### src/rtl/uart_frame_ctrl.sv
// Command/response framer between a byte-level UART core and a command processor.
// Optional inter-byte timeout enabled by defining CMD_TIMEOUT_EN.
module uart_frame_ctrl #(
  parameter int CMD_BYTES      = 2,
  parameter int RESP_BYTES     = 1,
  parameter int TIMEOUT_CYCLES = 50000
) (
  input  logic                    clk,
  input  logic                    rst_n,
  input  logic                    rx_rdy,
  input  logic [7:0]              rx_data,
  output logic                    clr_rx_rdy,
  output logic [8*CMD_BYTES-1:0]  cmd,
  output logic                    cmd_rdy,
  input  logic                    clr_cmd_rdy,
  output logic                    overrun,
  output logic                    frame_err,
  input  logic                    resp_send,
  input  logic [8*RESP_BYTES-1:0] resp,
  output logic                    resp_busy,
  output logic                    resp_done,
  output logic                    trmt,
  output logic [7:0]              tx_data,
  input  logic                    tx_done
);

  localparam int         CW       = 8 * CMD_BYTES;
  localparam int         RW       = 8 * RESP_BYTES;
  localparam logic [3:0] LAST_IDX = 4'(CMD_BYTES - 1);
  localparam logic [3:0] RESP_N   = 4'(RESP_BYTES);

  if (CMD_BYTES < 1 || CMD_BYTES > 8 || RESP_BYTES < 1 || RESP_BYTES > 8 ||
      TIMEOUT_CYCLES < 2) begin : g_bad_param
    $error("uart_frame_ctrl: parameter out of range");
  end

  typedef enum logic [1:0] {TX_IDLE, TX_SEND, TX_WAIT} tx_state_t;

  logic [CW-1:0] assy;
  logic [CW-1:0] assy_next;
  logic [3:0]    byte_cnt;
  logic          last_byte;
  logic          tmo_hit;

  // The UART byte is consumed in the same cycle it is presented.
  assign clr_rx_rdy = rx_rdy;
  assign assy_next  = CW'({assy, rx_data});
  assign last_byte  = rx_rdy && (byte_cnt == LAST_IDX);

`ifdef CMD_TIMEOUT_EN
  localparam int            TW      = $clog2(TIMEOUT_CYCLES);
  localparam logic [TW-1:0] TMO_MAX = TW'(TIMEOUT_CYCLES - 1);

  logic [TW-1:0] tmo_cnt;

  // An arriving byte in the expiry cycle takes priority over the timeout.
  assign tmo_hit = !rx_rdy && (byte_cnt != 4'd0) && (tmo_cnt == TMO_MAX);

  always_ff @(posedge clk or negedge rst_n) begin
    if (!rst_n) begin
      tmo_cnt   <= '0;
      frame_err <= 1'b0;
    end else begin
      frame_err <= tmo_hit;
      if (rx_rdy || byte_cnt == 4'd0 || tmo_hit) tmo_cnt <= '0;
      else                                       tmo_cnt <= tmo_cnt + TW'(1);
    end
  end
`else
  assign tmo_hit   = 1'b0;
  assign frame_err = 1'b0;
`endif

  // NOTE: sequential state uses <= so every register samples pre-edge values.
  always_ff @(posedge clk or negedge rst_n) begin
    if (!rst_n) begin
      assy     <= '0;
      byte_cnt <= 4'd0;
      cmd      <= '0;
      cmd_rdy  <= 1'b0;
      overrun  <= 1'b0;
    end else begin
      if (rx_rdy) begin
        assy     <= assy_next;
        byte_cnt <= last_byte ? 4'd0 : byte_cnt + 4'd1;
      end else if (tmo_hit) begin
        byte_cnt <= 4'd0;
      end

      if (last_byte) cmd <= assy_next;

      // A completion outranks a same-cycle clear; that pairing is not an overrun.
      if (last_byte)        cmd_rdy <= 1'b1;
      else if (clr_cmd_rdy) cmd_rdy <= 1'b0;

      if (clr_cmd_rdy)                overrun <= 1'b0;
      else if (last_byte && cmd_rdy)  overrun <= 1'b1;
    end
  end

  tx_state_t     tx_state;
  logic [RW-1:0] shreg;
  logic [RW-1:0] sh_next;
  logic [3:0]    bytes_left;

  assign sh_next = shreg << 8;

  // trmt/tx_data are loaded on entry to TX_SEND so they are registered outputs.
  always_ff @(posedge clk or negedge rst_n) begin
    if (!rst_n) begin
      tx_state   <= TX_IDLE;
      shreg      <= '0;
      bytes_left <= 4'd0;
      trmt       <= 1'b0;
      tx_data    <= 8'h00;
      resp_busy  <= 1'b0;
      resp_done  <= 1'b0;
    end else begin
      trmt      <= 1'b0;
      resp_done <= 1'b0;
      case (tx_state)
        TX_IDLE: begin
          if (resp_send) begin
            shreg      <= resp;
            bytes_left <= RESP_N;
            resp_busy  <= 1'b1;
            trmt       <= 1'b1;
            tx_data    <= resp[RW-1 -: 8];
            tx_state   <= TX_SEND;
          end
        end
        TX_SEND: tx_state <= TX_WAIT;
        TX_WAIT: begin
          if (tx_done) begin
            shreg      <= sh_next;
            bytes_left <= bytes_left - 4'd1;
            if (bytes_left == 4'd1) begin
              resp_done <= 1'b1;
              resp_busy <= 1'b0;
              tx_state  <= TX_IDLE;
            end else begin
              trmt     <= 1'b1;
              tx_data  <= sh_next[RW-1 -: 8];
              tx_state <= TX_SEND;
            end
          end
        end
        default: tx_state <= TX_IDLE;
      endcase
    end
  end

endmodule

### config.mk
export PLATFORM = sky130hd
export DESIGN_NAME = uart_frame_ctrl
export DESIGN_NICKNAME = d
export VERILOG_FILES = /design/src/rtl/uart_frame_ctrl.sv
export SDC_FILE = /design/constraint.sdc
export NUM_CORES = 1
export LEC_CHECK = 0
export BUFFER_PORTS_ARGS = -buffer_cell sky130_fd_sc_hd__buf_2
export CAP_MARGIN = 20
export CORE_MARGIN = 2
export CORE_UTILIZATION = 45
export CTS_CLUSTER_SIZE = 28
export DETAILED_ROUTE_END_ITERATION = 7
export PLACE_DENSITY = 0.73
export SYNTH_ARGS = -nofsm -noshare
export SYNTH_HDL_FRONTEND = slang
export SYNTH_SLANG_ARGS = --single-unit
export TNS_END_PERCENT = 50
### constraint.sdc
create_clock -name clk -period 1.6 [get_ports clk]
set_input_delay 0 -clock clk [delete_from_list [all_inputs] [get_ports clk]]
set_output_delay 0 -clock clk [all_outputs]
set_load 0.05 [all_outputs]
# Word-level counts from Yosys, hierarchy flattened
# Index checks and enable logic that the tools add are counted.
[classes] bitwise_logic=0 n_addsub=2 n_reduce_logical=10 mux=27 mul=0 magnitude_cmp=0 n_shift=0 div=0 n_eq_ne=8
[ops] op="two-way mux 8 bit" n=3
[ops] op="one-hot mux 8 bit (2 select lines)" n=1
[ops] op="two-way mux 1 bit" n=14
[ops] op="two-way mux 4 bit" n=3
[ops] op="== test 4 x 1 -> 1 bit (second input constant)" n=2
[ops] op="inequality test 2 bit (second input constant)" n=4
[ops] op="one-hot mux 4 bit (2 select lines)" n=1
[ops] op="AND reduction 4 bit" n=2
[ops] op="one-hot mux 2 bit (3 select lines)" n=1
[ops] op="nonzero test 2 bit" n=3
[ops] op="adder 4 x 1 -> 4 bit (second input constant)" n=1
[ops] op="two-way mux 2 bit" n=2
[ops] op="one-hot mux 1 bit (2 select lines)" n=2
[ops] op="subtractor 4 x 1 -> 4 bit (second input constant)" n=1
[ops] op="AND reduction 3 bit" n=1
[ops] op="== test 2 x 1 -> 1 bit (second input constant)" n=1
[ops] op="== test 2 bit (second input constant)" n=1
[ops] op="logical AND 1 bit" n=2
[ops] op="zero test 2 bit" n=1
[ops] op="AND reduction 2 bit" n=1
[totals] ramBits=0 latch_bits=0 reg_bits=47 elab_cells=58 memories=0 input_bits=22 rom_bits=0 output_inout_bits=31

# Logic depth before layout (Yosys ltp)
[depth] ltp_word=5 mapped_depth=6 ltp_nobuf=5

# Least setup slack after synthesis
# No wires, ideal clock.
[synth_timing] path_type="register to register" from="register tx_state[1]" to="register tx_data[0]" period_less_slack_ns=1.608 path_stages_with_launch=6 setup_slack_ns=-0.008 path_buffers=2 arrival_ns=1.487 path_cell_list="dfrtp_1 > buf_6 > or3b_4 > a311o_1 > buf_6 > a22o_1"
[synth_between] elab_chain_len=3 word_cells_on_any_way=8 classes_between="4 x eq/ne; 1 x mux; 3 x reduce/logical"
[synth_lines] item="start: declaration" line="101" rtl="tx_state_t tx_state;"
[synth_lines] item="start signal: assignment" line="111" rtl="tx_state <= TX_IDLE;"
[synth_lines] item="start signal: assignment" line="129" rtl="tx_state <= TX_SEND;"
[synth_lines] item="start signal: assignment" line="132" rtl="TX_SEND: tx_state <= TX_WAIT;"
[synth_lines] item="== test 2 bit or zero test 2 bit (tied branches)" line="121" rtl="case (tx_state)"
[synth_lines] item="inequality test 2 bit (no line) or nonzero test 2 bit (tied branches)"
[synth_lines] item="AND reduction 4 bit (no line)"
[synth_lines] item="end signal: assignment" line="128" rtl="tx_data <= resp[RW-1 -: 8];"
[synth_lines] item="end signal: assignment" line="143" rtl="tx_data <= sh_next[RW-1 -: 8];"
[synth_lines] item="end: declaration" line="23" rtl="output logic [7:0] tx_data,"
# Several ways; a longest one is shown, not always the timed one.
# A chain may end at the register's enable or synchronous reset.

# Worst setup path in the final report
[layout_timing] from="register tx_state[1]" to="register tx_data[2]"
# Same word-level chain as after synthesis.

==> Flow_metrics.wiki <==
{| class="wikitable"
! Metric !! Value
|-
| Floorplan core area || between 0.004 and 0.005 mm^2
|-
| Worst setup path end || tx_data[2]$_DFFE_PN0P_
|-
| Max-slew violation total from the final report || 0
|-
| Number of top-level design ports || 53
|-
| Via density || a little under 5
|-
| Synthesized Nets || roughly 160
|-
| Main flop type after synthesis || dfrtp_1
|-
| Pleak || between 1 and 1.5 nW
|-
| Final #Nets || about 230
|-
| Register Area || roughly 0.0012 mm^2
|-
| Total power || between 0.005 and 0.006 W
|-
| Worst setup timing slack at the placement stage || 0.06516 ns
|-
| Worst setup path startpoint || tx_state[1]$_DFFE_PN0P_
|-
| Maximum vdd drop || roughly 1.2 mV
|-
| Transition at the pin with the smallest max-transition slack || 0.5553 ns
|-
| Area taken by multi-input logic gates || 639.4 um^2
|-
| Result of the run || finished, final reports clean
|-
| Initial core utilization || 0.4686
|-
| Setup violation total in the final timing report || 0
|-
| Final worst hold slack || about 0.083 ns
|-
| Horizontal die dimension || between 60 and 70 um
|-
| Number of filler cells placed in the layout || 310
|-
| Number of synthesized register bits || 47
|-
| Crit Path Class || flip-flop to flip-flop
|-
| RSZ-0062 raised after global routing || false
|-
| Chip height || 68.78 um
|-
| Mapped cell area || between 0.0015 and 0.002 mm^2
|-
| Final hold violation count || 0
|-
| Cell type of the slowest stage on the worst timing path || a311o_2
|-
| Required time reported for the critical path endpoint || between 1.5 and 2 ns
|-
| Remaining max-slew budget at the tightest pin || 0.6298
|-
| TritonCTS buffer count || 5
|-
| Post-detail-place hpwl || about 2.4 mm
|-
| Crit start category || flip-flop
|-
| List of cells traversed by the critical path || or3b_4 > a311o_2 > a22o_1
|-
| Achievable Freq || about 0.66 GHz
|-
| Instance count of the mapped netlist || between 100 and 150
|-
| Largest delay share family, worst path || compound AO/OA/AOI/OAI gates
|-
| Dominant cell type by area after synthesis || dfrtp_1
|-
| Number of global-route vias before repair || ~1300
|-
| TritonCTS clock tree || done
|-
| Initial DRT Pass Iterations || 4
|-
| Total wire length || between 3 and 4 mm
|-
| Fraction of the yosys area taken by sequential cells || 0.6229
|-
| Number of maximum-capacitance constraint violations || 0
|-
| GP Congestion || 0.6961
|-
| Via count of the routed design || 1272
|-
| Startpoint of the worst register-to-register path || tx_state[1]$_DFFE_PN0P_
|-
| Post-detailed-route count of antenna-violating nets || 0
|-
| Diodes inserted || 0
|-
| Dominant cells by area after synthesis || dfrtp_1, mux2_2, a22o_1
|-
| Pin count of the biggest net entering global routing || 48
|-
| First DRT Iteration DRCs || 28
|-
| Largest fanout on the critical path || 10
|-
| Placed inst area || roughly 0.0022 mm^2
|-
| Final standard cell area without fillers || 0.002476 mm^2
|-
| Remaining global-route overflow || 0
|-
| Fraction of final layout cells with drive strength greater than 1 || 0.4638
|-
| Sinks on Clock Net || between 40 and 50
|-
| Flop2flop setup slack || 0.08 ns
|-
| Routed len/inst || about 13 um
|-
| CTS clock-pin slew for the worst setup and hold paths || around 0.080 ns
|-
| Number of different library cells in the post-synthesis netlist || 31
|-
| Min Clock Period, post-route || 1.525 ns
|-
| Pwr/cell area || about 2100 mW/mm^2
|-
| Overall track demand over capacity in global routing || 0.1616
|-
| Crit path arrival time || 1.71 ns
|-
| Area of the die || about 0.0047 mm^2
|-
| YS warnings || 0
|-
| Clock latency reported for the late side of the worst-skew pair || about 0.29 ns
|-
| Relative area change from synthesis to final layout || 31.15%
|-
| Maximum buffer depth of the clock tree || 2
|-
| Number of antenna violations at the first check in global routing || 0
|-
| Setup bufs post-CTS || 0
|-
| DRC Markers || 0
|-
| Root buffer cell || clkbuf_8
|-
| Fraction of synthesized cell area taken by the top area cell type || 0.6229
|-
| H-tree level count || 2
|-
| Hold WC Path Type || input pin to flip-flop
|-
| Total Negative Setup Slacks || 0 ns
|-
| Number of cells on the critical path || 3
|-
| Final Skew || around 0.012 ns
|-
| Buffers added on ports || 51
|-
| Number of placement rows || 23
|-
| Worst reg2reg path depth || 3
|-
| Number of buffers and inverters on the critical path || 0
|-
| Minimum setup slack in the final design || approximately 0.075 ns
|-
| Slowest stage delay, CP || 0.42 ns
|-
| Endpoint of the most critical register-to-register path || tx_data[2]$_DFFE_PN0P_
|-
| Type of destination of the critical path || flip-flop
|-
| Number of synthesized flops with an enable pin || 0
|-
| Share of the cycle needed by the critical path after routing || 0.9530
|-
| Syn avg cell area || ~14 um^2
|-
| Post-synth ARST share || 1.000
|-
| Worst Hold Launch || tx_done
|-
| Wire length of the first global-routing pass || between 5 and 6 mm
|}
power breakdown:
group / leakage (nW) / switching [W] / internal, W
sequential: 0.573 / 0.000283 / 0.00167
clock: 0.0440 / 0.000360 / 0.000299
combinational: 0.604 / 0.00180 / 0.000857
tightest hold or removal path: stages:
cell and delay, ns:
buf_2 0.12, nor2_1 0.07, mux2_2 0.14
cells by family (layout without fill, tap and decap cells):
logic type / Yosys count / count (layout) / share of synthesized area
mux: 28 / 28 / 0.1657
fa+ha+maj: 4 / 4 / 0.02651
other cells: 1 / 1 / 0.001986
simple gates: 21 / 21 / 0.06760
flops: 47 / 47 / 0.6229
compound gates: 15 / 15 / 0.06230
xor+xnor: 3 / 3 / 0.01392
buf+inv: 13 / 88 / 0.03909
metrics by stage:
step | instances | utilization
floorplan | 132 | -
global placement | 232 | 0.5491
detailed placement | 232 | 0.5491
CTS | 257 | 0.6143
global route | 257 | 0.6146
finish | 257 | 0.6146
sequential cells by signal, indices dropped and copies added (netlist names):
name,count
tx_data,8
overrun,1
cmd_rdy,1
assy,8
tx_state,2
resp_busy,1
cmd,16
resp_done,1
bytes_left,4
trmt,1
byte_cnt,4
how the worst min path moves through the flow:
stage / endpoint / depth (start not counted)
detailed placement: assy[0]$_DFFE_PN0P_ / 2
global route: tx_state[1]$_DFFE_PN0P_ / 3
finish: tx_state[1]$_DFFE_PN0P_ / 3
global placement: cmd[0]$_DFFE_PN0N_ / 2
floorplan: assy[0]$_DFFE_PN0P_ / 0
CTS: tx_state[1]$_DFFE_PN0P_ / 3
timing repair:
| action | in CTS | in global routing |
|---|---|---|
| resized for setup | 0 | 1 |
| endpoints found under the hold margin | 73 | 0 |
| hold buffers | 18 | 0 |
| endpoints found under the setup margin | 0 | 1 |
per-layer routing:
layer,vias up,routed length [um],global-route usage
met5,-,0,0
met4,0,73,0.06127
met3,9,196,0.04383
met2,45,1802,0.2885
met1,614,1378,0.1841
li1,604,-,-
layout by cell type (no fill, tap or decap), types with 2 or more instances in the layout:
cell / synthesis / routed
nand2_1: 4 / 4
dfrtp_1: 47 / 47
mux2i_1: 2 / 2
inv_1: 6 / 6
o21ai_0: 2 / 2
buf_2: 2 / 51
dlygate4sd3_1: 0 / 18
ha_1: 4 / 4
buf_4: 2 / 5
mux2_2: 26 / 26
a22o_1: 8 / 8
nor2_1: 7 / 7
clkbuf_8: 0 / 5
xor2_1: 2 / 2
layout make-up:
type                            count  share of cell area
Clock inverter                      2            0.005558
Sequential cell                    47              0.4750
Timing Repair Buffer               75              0.1991
Tap cell                           50             0.02527
Multi-Input combinational cell     72              0.2582
Inverter                            6            0.009096
Clock buffer                        5             0.02779
cells in the mapped netlist (2+ instances only):
library cell  number
a22o_1             8
xor2_1             2
buf_2              2
nand2_1            4
dfrtp_1           47
o21ai_0            2
mux2_2            26
buf_6              2
ha_1               4
inv_1              6
mux2i_1            2
nor2_1             7
buf_4              2
(Power assumes the default switching activity.)
